$ cat src/rtl/spi_device_pkg.sv
// Shared definitions for the SPI target core: register offsets, CTRL/STATUS bit
// positions and the serial FSM state type.
package spi_device_pkg;

  localparam logic [6:0] TXDATA_OFF = 7'h00;
  localparam logic [6:0] RXDATA_OFF = 7'h04;
  localparam logic [6:0] CTRL_OFF   = 7'h08;
  localparam logic [6:0] STATUS_OFF = 7'h0C;

  localparam int CTRL_CPOL = 5;
  localparam int CTRL_CPHA = 6;
  localparam int CTRL_LSB  = 7;
  localparam int CTRL_IE   = 8;
  localparam int CTRL_EN   = 9;

  localparam int STAT_RX_VALID    = 0;
  localparam int STAT_TX_VALID    = 1;
  localparam int STAT_RX_OVERRUN  = 2;
  localparam int STAT_TX_UNDERRUN = 3;
  localparam int STAT_FRAME_ERR   = 4;
  localparam int STAT_BUSY        = 5;

  typedef enum logic [1:0] {
    IDLE   = 2'd0,
    LOAD   = 2'd1,
    ACTIVE = 2'd2
  } state_e;

  // A programmed length of zero selects the full 32-bit character.
  function automatic logic [5:0] eff_len(input logic [4:0] len);
    if (len == 5'd0) begin
      return 6'd32;
    end else begin
      return {1'b0, len};
    end
  endfunction

endpackage

$ cat src/rtl/spi_device_sync.sv
// Input-pin synchronizer: SYNC_STAGES flops followed by one edge-detect flop,
// giving the synchronized level plus single-cycle rise/fall pulses.
module spi_device_sync #(
  parameter int   SYNC_STAGES = 2,
  parameter logic RESET_VAL   = 1'b0
) (
  input  logic clk_i,
  input  logic rst_i,
  input  logic d_i,
  output logic q_o,
  output logic rise_o,
  output logic fall_o
);

  logic [SYNC_STAGES-1:0] sync_q, sync_d;
  logic                   prev_q, prev_d;

  // Next values of the synchronizer chain and edge-detect flop.
  always_comb begin
    sync_d = {sync_q[SYNC_STAGES-2:0], d_i};
    prev_d = sync_q[SYNC_STAGES-1];
  end

  // Chain registers; reset to the pin's idle level.
  always_ff @(posedge clk_i) begin
    if (rst_i) begin
      sync_q <= {SYNC_STAGES{RESET_VAL}};
      prev_q <= RESET_VAL;
    end else begin
      sync_q <= sync_d;
      prev_q <= prev_d;
    end
  end

  assign q_o    = sync_q[SYNC_STAGES-1];
  assign rise_o = sync_q[SYNC_STAGES-1] & ~prev_q;
  assign fall_o = ~sync_q[SYNC_STAGES-1] & prev_q;

endmodule

$ cat src/rtl/spi_device_core.sv
// SPI target peripheral: oversampled SS/SCLK/MOSI pins, configurable mode,
// length and bit order, with a small register port and RX/TX word interrupts.
module spi_device_core
  import spi_device_pkg::*;
#(
  parameter int SYNC_STAGES = 2,
  parameter int MAX_LEN     = 32
) (
  input  logic        clk_i,
  input  logic        rst_i,
  input  logic [7:0]  addr_i,
  input  logic [31:0] wdata_i,
  output logic [31:0] rdata_o,
  input  logic [3:0]  be_i,
  input  logic        we_i,
  input  logic        re_i,
  output logic        error_o,
  output logic        intr_rx_o,
  output logic        intr_tx_o,
  input  logic        ss_ni,
  input  logic        sclk_i,
  input  logic        sd_i,
  output logic        sd_o,
  output logic        sd_oe
);

  localparam int IW = $clog2(MAX_LEN);

  state_e               state_q, state_d;
  logic [5:0]           bit_cnt_q, bit_cnt_d;
  logic [MAX_LEN-1:0]   shift_tx_q, shift_tx_d;
  logic [MAX_LEN-1:0]   shift_rx_q, shift_rx_d;
  logic                 sd_o_q, sd_o_d;
  logic                 sd_oe_q, sd_oe_d;
  logic [31:0]          tx_buf_q, tx_buf_d;
  logic                 tx_valid_q, tx_valid_d;
  logic [31:0]          rx_buf_q, rx_buf_d;
  logic                 rx_valid_q, rx_valid_d;
  logic                 rx_overrun_q, rx_overrun_d;
  logic                 tx_underrun_q, tx_underrun_d;
  logic                 frame_err_q, frame_err_d;
  logic [4:0]           len_q, len_d;
  logic                 cpol_q, cpol_d;
  logic                 cpha_q, cpha_d;
  logic                 lsb_q, lsb_d;
  logic                 ie_q, ie_d;
  logic                 en_q, en_d;
  logic                 intr_rx_q, intr_rx_d;
  logic                 intr_tx_q, intr_tx_d;
  logic [31:0]          rdata_q, rdata_d;

  logic ss_lvl_s, ss_rise_s, ss_fall_s;
  logic sclk_lvl_s, sclk_rise_s, sclk_fall_s;
  logic sd_s, sd_rise_s, sd_fall_s;
  logic unused_s;

  logic [5:0]         len_eff_s;
  logic               lead_s, trail_s, sample_s, drive_s, done_s;
  logic               wr_s, rd_rx_s;
  logic [IW-1:0]      tx_idx_s, first_idx_s, cnt_idx_s;
  logic [MAX_LEN-1:0] rx_next_s, load_word_s;

  spi_device_sync #(.SYNC_STAGES(SYNC_STAGES), .RESET_VAL(1'b1)) u_sync_ss (
    .clk_i (clk_i), .rst_i (rst_i), .d_i (ss_ni),
    .q_o (ss_lvl_s), .rise_o (ss_rise_s), .fall_o (ss_fall_s)
  );

  spi_device_sync #(.SYNC_STAGES(SYNC_STAGES), .RESET_VAL(1'b0)) u_sync_sclk (
    .clk_i (clk_i), .rst_i (rst_i), .d_i (sclk_i),
    .q_o (sclk_lvl_s), .rise_o (sclk_rise_s), .fall_o (sclk_fall_s)
  );

  spi_device_sync #(.SYNC_STAGES(SYNC_STAGES), .RESET_VAL(1'b0)) u_sync_sd (
    .clk_i (clk_i), .rst_i (rst_i), .d_i (sd_i),
    .q_o (sd_s), .rise_o (sd_rise_s), .fall_o (sd_fall_s)
  );

  assign unused_s = ^{addr_i[7], sclk_lvl_s, sd_rise_s, sd_fall_s};

  // Edges are classified against the idle level; sampling is ignored once SS has risen.
  assign len_eff_s   = eff_len(len_q);
  assign lead_s      = cpol_q ? sclk_fall_s : sclk_rise_s;
  assign trail_s     = cpol_q ? sclk_rise_s : sclk_fall_s;
  assign sample_s    = (cpha_q ? trail_s : lead_s) & ~ss_lvl_s;
  assign drive_s     = cpha_q ? lead_s : trail_s;
  assign done_s      = (state_q == ACTIVE) && sample_s && (bit_cnt_q == len_eff_s - 6'd1);
  assign wr_s        = we_i & ~re_i;
  assign rd_rx_s     = re_i && (addr_i[6:0] == RXDATA_OFF);
  assign cnt_idx_s   = IW'(bit_cnt_q);
  assign tx_idx_s    = lsb_q ? IW'(bit_cnt_q) : IW'(len_eff_s - 6'd1 - bit_cnt_q);
  assign first_idx_s = lsb_q ? {IW{1'b0}} : IW'(len_eff_s - 6'd1);
  assign load_word_s = tx_valid_q ? MAX_LEN'(tx_buf_q) : {MAX_LEN{1'b0}};

  // Receive word with the current MOSI bit merged in, right-aligned.
  always_comb begin
    rx_next_s = shift_rx_q;
    if (lsb_q) begin
      rx_next_s[cnt_idx_s] = sd_s;
    end else begin
      rx_next_s = {shift_rx_q[MAX_LEN-2:0], sd_s};
    end
  end

  // Register-side clears, then the serial FSM, then TXDATA writes, so that
  // hardware sets beat software clears and a new TX write survives LOAD.
  always_comb begin
    state_d       = state_q;
    bit_cnt_d     = bit_cnt_q;
    shift_tx_d    = shift_tx_q;
    shift_rx_d    = shift_rx_q;
    sd_o_d        = sd_o_q;
    tx_buf_d      = tx_buf_q;
    tx_valid_d    = tx_valid_q;
    rx_buf_d      = rx_buf_q;
    rx_valid_d    = rx_valid_q;
    rx_overrun_d  = rx_overrun_q;
    tx_underrun_d = tx_underrun_q;
    frame_err_d   = frame_err_q;
    len_d         = len_q;
    cpol_d        = cpol_q;
    cpha_d        = cpha_q;
    lsb_d         = lsb_q;
    ie_d          = ie_q;
    en_d          = en_q;
    intr_rx_d     = 1'b0;
    intr_tx_d     = 1'b0;

    if (rd_rx_s) begin
      rx_valid_d = 1'b0;
    end else begin
      rx_valid_d = rx_valid_q;
    end

    if (wr_s && addr_i[6:0] == STATUS_OFF && be_i[0]) begin
      rx_overrun_d  = rx_overrun_q  & ~wdata_i[STAT_RX_OVERRUN];
      tx_underrun_d = tx_underrun_q & ~wdata_i[STAT_TX_UNDERRUN];
      frame_err_d   = frame_err_q   & ~wdata_i[STAT_FRAME_ERR];
    end else begin
      frame_err_d = frame_err_q;
    end

    if (wr_s && addr_i[6:0] == CTRL_OFF && state_q == IDLE) begin
      if (be_i[0]) begin
        {lsb_d, cpha_d, cpol_d, len_d} = wdata_i[7:0];
      end else begin
        len_d = len_q;
      end
      if (be_i[1]) begin
        {en_d, ie_d} = wdata_i[CTRL_EN:CTRL_IE];
      end else begin
        en_d = en_q;
      end
    end else begin
      len_d = len_q;
    end

    if (ss_rise_s && state_q != IDLE) begin
      state_d   = IDLE;
      bit_cnt_d = 6'd0;
      if (bit_cnt_q != 6'd0 && bit_cnt_q < len_eff_s) begin
        frame_err_d = 1'b1;
      end else begin
        frame_err_d = frame_err_d;
      end
    end else begin
      case (state_q)
        IDLE: begin
          if (ss_fall_s && en_q) begin
            state_d = LOAD;
          end else begin
            state_d = IDLE;
          end
        end
        LOAD: begin
          if (tx_valid_q) begin
            shift_tx_d = load_word_s;
            tx_valid_d = 1'b0;
            intr_tx_d  = ie_q;
          end else begin
            shift_tx_d    = {MAX_LEN{1'b0}};
            tx_underrun_d = 1'b1;
          end
          shift_rx_d = {MAX_LEN{1'b0}};
          bit_cnt_d  = 6'd0;
          if (!cpha_q) begin
            sd_o_d = load_word_s[first_idx_s];
          end else begin
            sd_o_d = sd_o_q;
          end
          state_d = ACTIVE;
        end
        ACTIVE: begin
          if (sample_s) begin
            shift_rx_d = rx_next_s;
            bit_cnt_d  = bit_cnt_q + 6'd1;
            if (done_s) begin
              rx_buf_d     = 32'(rx_next_s);
              rx_overrun_d = rx_overrun_d | (rx_valid_q & ~rd_rx_s);
              rx_valid_d   = 1'b1;
              intr_rx_d    = ie_q;
              state_d      = LOAD;
            end else begin
              state_d = ACTIVE;
            end
          end else if (drive_s) begin
            sd_o_d = shift_tx_q[tx_idx_s];
          end else begin
            state_d = ACTIVE;
          end
        end
        default: begin
          state_d = IDLE;
        end
      endcase
    end

    if (wr_s && addr_i[6:0] == TXDATA_OFF) begin
      for (int b = 0; b < 4; b++) begin
        if (be_i[b]) begin
          tx_buf_d[8*b +: 8] = wdata_i[8*b +: 8];
        end else begin
          tx_buf_d[8*b +: 8] = tx_buf_q[8*b +: 8];
        end
      end
      tx_valid_d = 1'b1;
    end else begin
      tx_buf_d = tx_buf_q;
    end

    if (state_d == IDLE) begin
      sd_o_d = 1'b0;
    end else begin
      sd_o_d = sd_o_d;
    end
    sd_oe_d = (state_d != IDLE) && en_q;
  end

  // Registered read data; unmapped offsets and idle cycles return zero.
  always_comb begin
    rdata_d = 32'd0;
    if (re_i) begin
      case (addr_i[6:0])
        RXDATA_OFF: rdata_d = rx_buf_q;
        CTRL_OFF:   rdata_d = {22'd0, en_q, ie_q, lsb_q, cpha_q, cpol_q, len_q};
        STATUS_OFF: rdata_d = {26'd0, (state_q != IDLE), frame_err_q, tx_underrun_q,
                               rx_overrun_q, tx_valid_q, rx_valid_q};
        default:    rdata_d = 32'd0;
      endcase
    end else begin
      rdata_d = 32'd0;
    end
  end

  // State and register file.
  always_ff @(posedge clk_i) begin
    if (rst_i) begin
      state_q       <= IDLE;
      bit_cnt_q     <= 6'd0;
      shift_tx_q    <= '0;
      shift_rx_q    <= '0;
      sd_o_q        <= 1'b0;
      sd_oe_q       <= 1'b0;
      tx_buf_q      <= 32'd0;
      tx_valid_q    <= 1'b0;
      rx_buf_q      <= 32'd0;
      rx_valid_q    <= 1'b0;
      rx_overrun_q  <= 1'b0;
      tx_underrun_q <= 1'b0;
      frame_err_q   <= 1'b0;
      len_q         <= 5'd0;
      cpol_q        <= 1'b0;
      cpha_q        <= 1'b0;
      lsb_q         <= 1'b0;
      ie_q          <= 1'b0;
      en_q          <= 1'b0;
      intr_rx_q     <= 1'b0;
      intr_tx_q     <= 1'b0;
      rdata_q       <= 32'd0;
    end else begin
      state_q       <= state_d;
      bit_cnt_q     <= bit_cnt_d;
      shift_tx_q    <= shift_tx_d;
      shift_rx_q    <= shift_rx_d;
      sd_o_q        <= sd_o_d;
      sd_oe_q       <= sd_oe_d;
      tx_buf_q      <= tx_buf_d;
      tx_valid_q    <= tx_valid_d;
      rx_buf_q      <= rx_buf_d;
      rx_valid_q    <= rx_valid_d;
      rx_overrun_q  <= rx_overrun_d;
      tx_underrun_q <= tx_underrun_d;
      frame_err_q   <= frame_err_d;
      len_q         <= len_d;
      cpol_q        <= cpol_d;
      cpha_q        <= cpha_d;
      lsb_q         <= lsb_d;
      ie_q          <= ie_d;
      en_q          <= en_d;
      intr_rx_q     <= intr_rx_d;
      intr_tx_q     <= intr_tx_d;
      rdata_q       <= rdata_d;
    end
  end

  assign rdata_o   = rdata_q;
  assign error_o   = 1'b0;
  assign intr_rx_o = intr_rx_q;
  assign intr_tx_o = intr_tx_q;
  assign sd_o      = sd_o_q;
  assign sd_oe     = sd_oe_q;

endmodule

$ cat config.mk
export PLATFORM = sky130hd
export DESIGN_NAME = spi_device_core
export DESIGN_NICKNAME = d
export VERILOG_FILES = /design/src/rtl/spi_device_pkg.sv /design/src/rtl/spi_device_sync.sv /design/src/rtl/spi_device_core.sv
export SDC_FILE = /design/constraint.sdc
export NUM_CORES = 1
export LEC_CHECK = 0
export ABC_AREA = 1
export BUFFER_PORTS_ARGS = -buffer_cell sky130_fd_sc_hd__buf_2
export CORE_AREA = 2 2 134 136
export CTS_CLUSTER_SIZE = 25
export DETAILED_ROUTE_END_ITERATION = 12
export DIE_AREA = 0 0 136 138
export PLACE_DENSITY_LB_ADDON = 0.12
export SLEW_MARGIN = 40
export SYNTH_ARGS = -nofsm -noshare
export SYNTH_HDL_FRONTEND = slang
export SYNTH_SLANG_ARGS = --single-unit
export TNS_END_PERCENT = 50
$ cat constraint.sdc
create_clock -name clk_i -period 8.3 [get_ports clk_i]
set_input_delay 2.49 -clock clk_i [delete_from_list [all_inputs] [get_ports clk_i]]
set_output_delay 2.49 -clock clk_i [all_outputs]
set_load 0.1 [all_outputs]
==> flow_metrics.tcl, run 1 <==
set metrics [dict create \
    grt_setup_unrepaired "no" \
    cp-end-kind "flip-flop" \
    synth_cell_types 43 \
    slew_headroom 0.458 \
    reg2reg_depth 13 \
    drc 0 \
    crit_fanout 23 \
    drv_slew 0 \
    first_global_vias 7692 \
    syn_area_per_cell_um2 7.03 \
    die_area_um2 18800 \
    ant_nets 0 \
    netlist_instances 1328 \
    htree_levels 4 \
    synth_top_flop_cell "dfxtp_1" \
    numPortBuffers 85 \
    clock-sinks 195 \
    finClkSkew_ps 7.56 \
    clk_path_buf_depth 2 \
    finalCoreUtilization 0.588 \
    multi_input_area_um2 4410 \
    grt_pass1_wl_um 39200 \
    cp_num_buf_inv 3 \
    ir_drop_mv 0.146 \
    drive_above_1_share 0.112 \
    ys.warnings.count 0 \
    arrival_ps 4520 \
    final_common_cell "nand2_1" \
    place.gp.congestion 0.914 \
    final_cell_mix "nand2_1, dfxtp_1, inv_1, a21oi_1, o21ai_0" \
    dp_hpwl_um 16400 \
    syn-cell-area_um2 9330 \
    core_um2 17500 \
    dp_slack_ps 3610 \
    cap_violations 0 \
    worst_slew_pin_slew_ps 812 \
    power_density_nw_per_um2 171 \
    critPathTopFamily "simple AND/OR/NAND/NOR gates" \
    grt_max_degree 72 \
    path_cells "buf_2, nor3_2, inv_1, nor3_2, inv_1, o21ai_0, or2_2, a21oi_1" \
    nets 1437 \
    grt_overflow 0 \
    synth_edf_count 0 \
    start_util 0.532 \
    cts.clk_slew.worst_paths_ps 70 \
    holdCritPathClass "reg -> reg" \
    finalSetupViolCount 0 \
    cts_buffers 17 \
    antenna_found_initial 0 \
    path_depth 8 \
    outcome "finished, final reports clean" \
    grt.total_usage 0.261 \
    p_leak_nw 4.44 \
    diodes 0 \
    core.rowCount 49 \
    min_path_cells 2 \
    finalInstanceArea_um2 10300 \
    cts_tree "done" \
    io_pins 88 \
    setup_tns_ps 0 \
    viasPerCell 5.38 \
    seqCellArea_um2 3910 \
    fin_ws_ps 4090 \
    slowest_delay_ps 540 \
    max_clock_freq_mhz 237 \
    cts_root_buf "clkbuf_16" \
    drtPass1Iterations 6 \
    finalCritPeriodShare 0.508 \
    post-cts-setup-buffer-count 0 \
    critPathRequiredTime_ps 8610 \
    insertion_delay_ps 440 \
    ys_seq_area_frac 0.418 \
    start_kind "primary input" \
    vias 8650 \
    ys_async_sr_fraction 0 \
    wire_per_inst_um 15.0 \
    routed_wl_um 24100 \
    cts.repair.resized 0 \
    hold_buffers 0 \
    syn-num-nets 1399 \
    die_w_um 136 \
    fillCellCount 1735 \
    period_needed_ps 4210 \
    synth-seq-cells 195 \
    first_iter_violations 715 \
    hold_violations 0 \
    slowest_stage "inv_1" \
    power_mw 1.77 \
    die_h_um 138 \
    syn_to_final_growth_pct 10.5 \
    place_area_um2 9760 \
    critPathKind "in -> reg" \
]
-- sequential cells by signal (all words and copies together), names as in the netlist, 2 cells and up --
register / flops
tx_buf_q: 32
bit_cnt_q: 6
len_q: 5
shift_rx_q: 32
u_sync_ss.sync_q: 2
state_q: 2
u_sync_sd.sync_q: 2
rdata_o: 32
shift_tx_q: 32
u_sync_sclk.sync_q: 2
rx_buf_q: 32
-- routing by layer --
metal / routed length, um / GRT usage / vias to the layer above
met1: 11800 / 0.399 / 3890
met3: 1760 / 0.0473 / 39
met2: 9950 / 0.370 / 292
met5: 0 / 0 / -
li1: - / - / 4429
met4: 518 / 0.0844 / 0
-- area by class of cell --
cell class,count,share of cell area
clock buffers,21,0.0446
clock inverters,11,0.00898
inverters,180,0.0661
multi-input cells,881,0.428
flip-flops and latches,195,0.379
well taps,229,0.0278
repair buffers,91,0.0459
-- through the flow --
stage          hold WS (ps)  cells
2_1_floorplan           388   1328
3_3_place_gp            390   1576
3_5_place_dp            395   1576
4_1_cts                 405   1608
5_1_grt                 427   1608
6_report                404   1608
-- worst min-delay path, cell delays in order (launching register included) --
cell	delay (ps)
dfxtp_1	300
inv_1	40
nor2_1	30
-- final timing paths --
path                                end                   from  slack, ps
setup reg to reg           rx_buf_q[16]               len_q[0]       4680
hold / removal    u_sync_sclk.sync_q[1]  u_sync_sclk.sync_q[0]        400
setup / recovery           rx_overrun_q              addr_i[5]       4090
hold reg to reg   u_sync_sclk.sync_q[1]  u_sync_sclk.sync_q[0]        400
-- cell families after synthesis --
logic type      after synthesis  share of synthesized area
compound gates              332                      0.202
xor+xnor                      1                   0.000939
fa+ha+maj                    20                     0.0276
buf+inv                     252                      0.110
flops                       195                      0.418
other cells                   1                   0.000402
simple gates                527                      0.240
-- where the power goes --
part | internal, mW | switching (mW) | total, mW
registers | 0.937 | 0.00100 | 0.938
logic | 0.0134 | 0.0331 | 0.0466
clock network | 0.406 | 0.375 | 0.782
-- synth_stat cells (2+ instances only) --
library cell,n,area [um2]
nand2_1,297,1110
dfxtp_1,195,3900
inv_1,176,661
a21oi_1,124,621
o21ai_0,120,601
nor2_1,105,394
nand3_1,86,430
a211oi_1,52,390
clkbuf_1,35,131
buf_2,27,135
ha_1,19,238
o311ai_0,16,140
o21ai_1,8,40.0
nor3_1,7,35.0
buf_6,5,56.3
nand2_2,5,31.3
nand3b_1,5,37.5
o211ai_1,5,37.5
or2_2,5,31.3
nand4_1,4,25.0
nor2_4,3,33.8
buf_1,2,7.51
buf_4,2,15.0
inv_2,2,7.51
nand2_4,2,22.5
nand3_2,2,20.0
nor2_2,2,12.5
nor3_2,2,20.0
Note: power is estimated with default switching activity, not from simulation.
==> run 2: changes to the inputs <==
--- a/config.mk
+++ b/config.mk
@@ -5,12 +5,12 @@
 export SDC_FILE = /design/constraint.sdc
 export NUM_CORES = 1
 export LEC_CHECK = 0
-export ABC_AREA = 1
+export ABC_AREA = 0
 export BUFFER_PORTS_ARGS = -buffer_cell sky130_fd_sc_hd__buf_2
-export CORE_AREA = 2 2 134 136
+export CORE_AREA = 2 2 131 133
 export CTS_CLUSTER_SIZE = 25
 export DETAILED_ROUTE_END_ITERATION = 12
-export DIE_AREA = 0 0 136 138
+export DIE_AREA = 0 0 133 135
 export PLACE_DENSITY_LB_ADDON = 0.12
 export SLEW_MARGIN = 40
 export SYNTH_ARGS = -nofsm -noshare
==> constraint.sdc (replaced) <==
create_clock -name clk_i -period 3.9 [get_ports clk_i]
set_input_delay 1.17 -clock clk_i [delete_from_list [all_inputs] [get_ports clk_i]]
set_output_delay 1.17 -clock clk_i [all_outputs]
set_load 0.1 [all_outputs]
==> run 2 against run 1 <==
Core utilization grew 2.2 points; synthesized area shrank 4.8%; wire length shrank 11%; first-iteration DRC count decreased by 2.5%; final area down 3.0%; largest cell class unchanged; power is 120% higher; register-to-register slack lost 3900 ps; sequential power increased by 110%; cell count is 16% lower; sequential cell count unchanged.
==> flow_metrics.tcl, run 2 <==
set metrics [dict create \
    arrival_ps 3440 \
    cp-end-kind "flip-flop" \
    hold_violations 0 \
    ant_nets 0 \
    crit_fanout 10 \
    drc 0 \
    drive_above_1_share 0.144 \
    insertion_delay_ps 430 \
    cts_tree "done" \
    worst-r2r-setup-slack_ps 750 \
    netlist.area_leader.share 0.440 \
    final_cell_mix "dfxtp_1, nand2_1, a21oi_1, nor2_1, buf_2" \
    fin_ws_ps 749 \
    multi_input_area_um2 4560 \
    dp_slack_ps 644 \
    die_h_um 135 \
    ir_drop_mv 0.326 \
    wire_per_inst_um 15.7 \
    grt_setup_unrepaired "no" \
    p_leak_nw 3.83 \
    holdCritPathClass "reg -> reg" \
    post-cts-setup-buffer-count 0 \
    place.gp.congestion 0.813 \
    power_density_nw_per_um2 385 \
    setup_tns_ps 0 \
    cts.repair.resized 0 \
    cts_root_buf "clkbuf_16" \
    numPortBuffers 85 \
    min-delay-start "u_sync_ss.sync_q[0]" \
    die_w_um 133 \
    critPathKind "reg -> reg" \
    start_kind "flip-flop" \
    critPathLaunch "len_q[1]" \
    slowest_delay_ps 580 \
    synth_top_family_by_area "simple AND/OR/NAND/NOR gates" \
    first_global_vias 6882 \
    path_cells "inv_1, ha_1, inv_1, fa_1, nand2b_1, o22ai_1, a22oi_1, and3_1, o311ai_1, a311oi_1" \
    hold_buffers 0 \
    start_util 0.541 \
    worst_slew_pin_slew_ps 705 \
    htree_levels 4 \
    first_iter_violations 697 \
    drtPass1Iterations 6 \
    antenna_found_initial 0 \
    drv_slew 0 \
    syn_to_final_growth_pct 12.7 \
    fillCellCount 1512 \
    ys.warnings.count 0 \
    routed_wl_um 21300 \
    grt_pass1_wl_um 34900 \
    cp_num_buf_inv 2 \
    slew_headroom 0.530 \
    synth_xor_xnor_area_share 0.00972 \
    nets 1195 \
    critPathRequiredTime_ps 4190 \
    seqCellArea_um2 3910 \
    synth_edf_count 0 \
    viasPerCell 5.61 \
    cts.clk_slew.worst_paths_ps 70 \
    synth_fa_ha_area_frac 0.0290 \
    synth_top_flop_cell "dfxtp_1" \
    finClkSkew_ps 8.94 \
    synth_cell_types 60 \
    core_um2 16400 \
    synth-simple-area-share 0.232 \
    io_pins 88 \
    yosys.area.top_type "dfxtp_1" \
    grt_overflow 0 \
    syn-num-nets 1154 \
    clock-sinks 195 \
    grt.total_usage 0.240 \
    r2r-end "sd_o" \
    crit_top_cell "inv_1" \
    finalCritPeriodShare 0.808 \
    diodes 0 \
    slowest_stage "fa_1" \
    synth_area_leaders "dfxtp_1, a21oi_1, nand2_1" \
    dp_hpwl_um 13900 \
    synthTopCellsByCount "dfxtp_1, nand2_1, a21oi_1, nor2_1, nand3_1" \
    ys_seq_area_frac 0.440 \
    outcome "finished, final reports clean" \
    ys_async_sr_fraction 0 \
    cap_violations 0 \
    syn_area_per_cell_um2 8.20 \
    reg2reg_depth 10 \
    period_needed_ps 3150 \
    synth_compound_area_frac 0.155 \
    die_area_um2 18000 \
    vias 7610 \
    min_path_cells 1 \
    syn-cell-area_um2 8880 \
    grt_max_degree 99 \
    core.rowCount 47 \
    hold_end "u_sync_ss.sync_q[1]" \
    synth.most_common_cell "dfxtp_1" \
    critPathTopFamily "adder cells" \
    whs_ps 414 \
    netlist_instances 1083 \
    finalSetupViolCount 0 \
    max_clock_freq_mhz 317 \
    synth-seq-cells 195 \
    clk_path_buf_depth 2 \
    cts_buffers 17 \
    r2r_start "len_q[1]" \
    muxShareOfSynthArea 0.0875 \
    final_common_cell "dfxtp_1" \
]
## run 2: cell count changes in the layout (fill, tap and decap cells not counted), sizes merged, moves of 22 or more
cell | previous run | this run
a21oi | 125 | 147
mux2i | 0 | 64
o21ai | 128 | 7
a211oi | 52 | 0
nand2 | 304 | 180
a22oi | 0 | 52
and2 | 0 | 24
inv | 184 | 16
## run 2: how the worst max path moves through the flow
stage / to / slack [ps] / cells after the start
2_1_floorplan: sd_o / 780 / 12
6_report: sd_o / 750 / 10
4_1_cts: sd_o / 790 / 10
3_3_place_gp: tx_buf_q[13] / 680 / 8
3_5_place_dp: tx_buf_q[12] / 640 / 8
5_1_grt: sd_o / 530 / 11
## run 2: report_power, final
group	total [mW]	switching, mW	internal, mW
sequential	2.00	0.00531	1.99
combinational	0.0895	0.0596	0.0299
clock	1.76	0.760	1.00
## run 2: cell families (layout without fill, tap and decap cells)
logic type               count (synthesis)  after routing
adder cells (fa/ha/maj)                 20             20
other                                    1              1
flip-flops                             195            195
XOR/XNOR                                 9              9
AND/OR/NAND/NOR                        453            453
AO/OA/AOI/OAI                          232            232
buffers and inverters                  100            154
multiplexers                            73             73
## run 2: area by class of cell
type | instances | share of cell area
inverters | 15 | 0.00563
clock buffers | 22 | 0.0474
clock inverters | 10 | 0.0123
multi-input cells | 788 | 0.456
flip-flops and latches | 195 | 0.390
repair buffers | 107 | 0.0609
well taps | 220 | 0.0275
## run 2: per-stage QoR
step           cells  area, um2  total power, mW   util
2_1_floorplan   1083       8880             2.09      -
3_3_place_gp    1325       9400             2.13  0.573
3_5_place_dp    1325       9410             2.13  0.573
4_1_cts         1357      10000             3.87  0.610
5_1_grt         1357      10000             3.97  0.610
6_report        1357      10000             3.85  0.610
## run 2: per-layer routing
metal / vias to the layer above / GRT usage / wire length (um)
met5: - / 0 / 0
met4: 0 / 0.0687 / 384
met3: 34 / 0.0443 / 1270
met2: 234 / 0.360 / 9180
met1: 3531 / 0.353 / 10500
li1: 3811 / - / -
==> run 3: changes to the inputs <==
--- a/config.mk
+++ b/config.mk
@@ -5,12 +5,12 @@
 export SDC_FILE = /design/constraint.sdc
 export NUM_CORES = 1
 export LEC_CHECK = 0
-export ABC_AREA = 0
+export ABC_AREA = 1
 export BUFFER_PORTS_ARGS = -buffer_cell sky130_fd_sc_hd__buf_2
-export CORE_AREA = 2 2 131 133
+export CORE_AREA = 2 2 134 136
 export CTS_CLUSTER_SIZE = 25
 export DETAILED_ROUTE_END_ITERATION = 12
-export DIE_AREA = 0 0 133 135
+export DIE_AREA = 0 0 136 138
 export PLACE_DENSITY_LB_ADDON = 0.12
 export SLEW_MARGIN = 40
 export SYNTH_ARGS = -nofsm -noshare
==> constraint.sdc (replaced) <==
create_clock -name clk_i -period 3.1 [get_ports clk_i]
set_input_delay 0.93 -clock clk_i [delete_from_list [all_inputs] [get_ports clk_i]]
set_output_delay 0.93 -clock clk_i [all_outputs]
set_load 0.1 [all_outputs]
==> run 3 against run 2 <==
Via count grew 16%; power increased by 26%; global-route usage grew 2.6 points; final area rose by 5.1%; first-iteration DRC count rose by 9.2%; cell count up 20%; wire length grew 15%; worst hold slack got worse by 7.7 ps; non-clock buffer count rose by 5; core utilization fell by 1.0 points; critical path depth grew 5; highest routed layer unchanged.
==> flow_metrics.tcl, run 3 (synthesized netlist as in run 1, its figures left out) <==
set metrics [dict create \
    p_leak_nw 4.56 \
    ir_drop_mv 0.390 \
    critPathLaunch "len_q[0]" \
    critPathRequiredTime_ps 3470 \
    critPathTopFamily "simple AND/OR/NAND/NOR gates" \
    cts_tree "done" \
    hold_buffers 0 \
    place_area_um2 9920 \
    r2r_start "len_q[0]" \
    slew_headroom 0.482 \
    place.gp.congestion 0.966 \
    cts_buffers 17 \
    holdCritPathClass "reg -> reg" \
    finalInstanceArea_um2 10500 \
    setup_tns_ps 0 \
    vias 8817 \
    first_global_vias 7990 \
    cts_root_buf "clkbuf_16" \
    numPortBuffers 85 \
    clk_path_buf_depth 2 \
    finalCritPeriodShare 0.915 \
    drtPass1Iterations 6 \
    grt.total_usage 0.266 \
    drv_slew 0 \
    antenna_found_initial 0 \
    start_kind "flip-flop" \
    path_depth 15 \
    crit_fanout 48 \
    r2r-end "rx_buf_q[22]" \
    worst_slew_pin_slew_ps 776 \
    reg2reg_depth 15 \
    final_cell_mix "nand2_1, dfxtp_1, inv_1, a21oi_1, o21ai_0" \
    period_needed_ps 2840 \
    syn_to_final_growth_pct 12.7 \
    cts.clk_slew.worst_paths_ps 70 \
    slowest_stage "dfxtp_1" \
    routed_wl_um 24500 \
    die_area_um2 18800 \
    final_common_cell "nand2_1" \
    finalSetupViolCount 0 \
    diodes 0 \
    dp_hpwl_um 17000 \
    finClkSkew_ps 10.5 \
    first_iter_violations 761 \
    cp-end-kind "flip-flop" \
    insertion_delay_ps 440 \
    path_cells "inv_1, ha_1, inv_1, nand2_1, nand2_1, inv_1, ha_1, nand4_1, or2_2, a21oi_2, nand2_4, clkinv_2, buf_12, o21ai_0, a21oi_1" \
    worst-r2r-setup-slack_ps 260 \
    htree_levels 4 \
    cts.repair.resized 0 \
    crit_top_cell "inv_1" \
    core.rowCount 49 \
    drive_above_1_share 0.123 \
    grt_pass1_wl_um 40100 \
    outcome "finished, final reports clean" \
    fillCellCount 1731 \
    post-cts-setup-buffer-count 0 \
    grt_overflow 0 \
    hold_violations 0 \
    whs_ps 406 \
    max_clock_freq_mhz 352 \
    critPathKind "reg -> reg" \
    cap_violations 0 \
    power_density_nw_per_um2 461 \
    grt_max_degree 63 \
    grt_setup_unrepaired "no" \
    die_w_um 136 \
    die_h_um 138 \
    start_util 0.532 \
    nets 1458 \
    slowest_delay_ps 390 \
    clock-sinks 195 \
    arrival_ps 3210 \
    cp_num_buf_inv 5 \
    wire_per_inst_um 15.0 \
    ant_nets 0 \
    drc 0 \
    io_pins 88 \
    crit_end "rx_buf_q[22]" \
    core_um2 17500 \
    viasPerCell 5.41 \
]
==> run 3: cell types whose count changed in the layout (fill, tap and decap cells not counted), moves of 24 or more <==
cell	before	now
nand2_1	180	297
and2_1	24	0
a211oi_1	0	52
inv_1	13	176
mux2i_1	63	0
a22oi_1	52	0
o21ai_0	7	120
==> run 3: final cells by class <==
cell class | count | area, um2 | area share
Inverter | 180 | 681 | 0.0647
Tap cell | 229 | 287 | 0.0272
Clock inverter | 14 | 164 | 0.0156
Multi-Input combinational cell | 881 | 4400 | 0.418
Clock buffer | 18 | 429 | 0.0408
Timing Repair Buffer | 112 | 656 | 0.0623
Sequential cell | 195 | 3910 | 0.371
==> run 3: per-stage QoR <==
stage / power, mW / utilization / instances / setup slack [ps]
5_1_grt: 5.00 / 0.600 / 1629 / 23.1
4_1_cts: 4.88 / 0.600 / 1629 / 289
6_report: 4.85 / 0.600 / 1629 / 262
2_1_floorplan: 2.63 / - / 1328 / 492
3_5_place_dp: 2.70 / 0.566 / 1597 / 299
3_3_place_gp: 2.69 / 0.566 / 1597 / 351
==> run 3: metal layers <==
| layer | global-route usage | vias to the layer above | part of all wire |
|---|---|---|---|
| li1 | - | 4457 | - |
| met1 | 0.398 | 4046 | 0.49 |
| met2 | 0.390 | 279 | 0.43 |
| met3 | 0.0491 | 35 | 0.063 |
| met4 | 0.0762 | 0 | 0.016 |
| met5 | 0 | - | 0 |
==> run 3: worst min path at each step <==
stage / start / end / cells past startpoint
3_5_place_dp: u_sync_ss.sync_q[0] / u_sync_ss.sync_q[1] / 1
4_1_cts: u_sync_sclk.sync_q[0] / u_sync_sclk.sync_q[1] / 2
3_3_place_gp: u_sync_sd.sync_q[0] / u_sync_sd.sync_q[1] / 2
5_1_grt: u_sync_ss.sync_q[0] / u_sync_ss.sync_q[1] / 1
6_report: u_sync_sclk.sync_q[0] / u_sync_sclk.sync_q[1] / 2
2_1_floorplan: u_sync_sclk.sync_q[0] / u_sync_sclk.sync_q[1] / 2
==> run 3: worst register-to-register path, stage by stage, from the launching register on <==
cell and delay, ps:
dfxtp_1 390, inv_1 80, ha_1 280, inv_1 80
nand2_1 50, nand2_1 90, inv_1 80, ha_1 360
nand4_1 100, or2_2 290, a21oi_2 150, nand2_4 130
clkinv_2 180, buf_12 220, o21ai_0 130, a21oi_1 150
==> run 3: power by group <==
group / internal (mW) / switching [mW]
clock network: 1.15 / 1.06
logic: 0.0389 / 0.0891
registers: 2.51 / 0.00286
total: 3.70 / 1.15
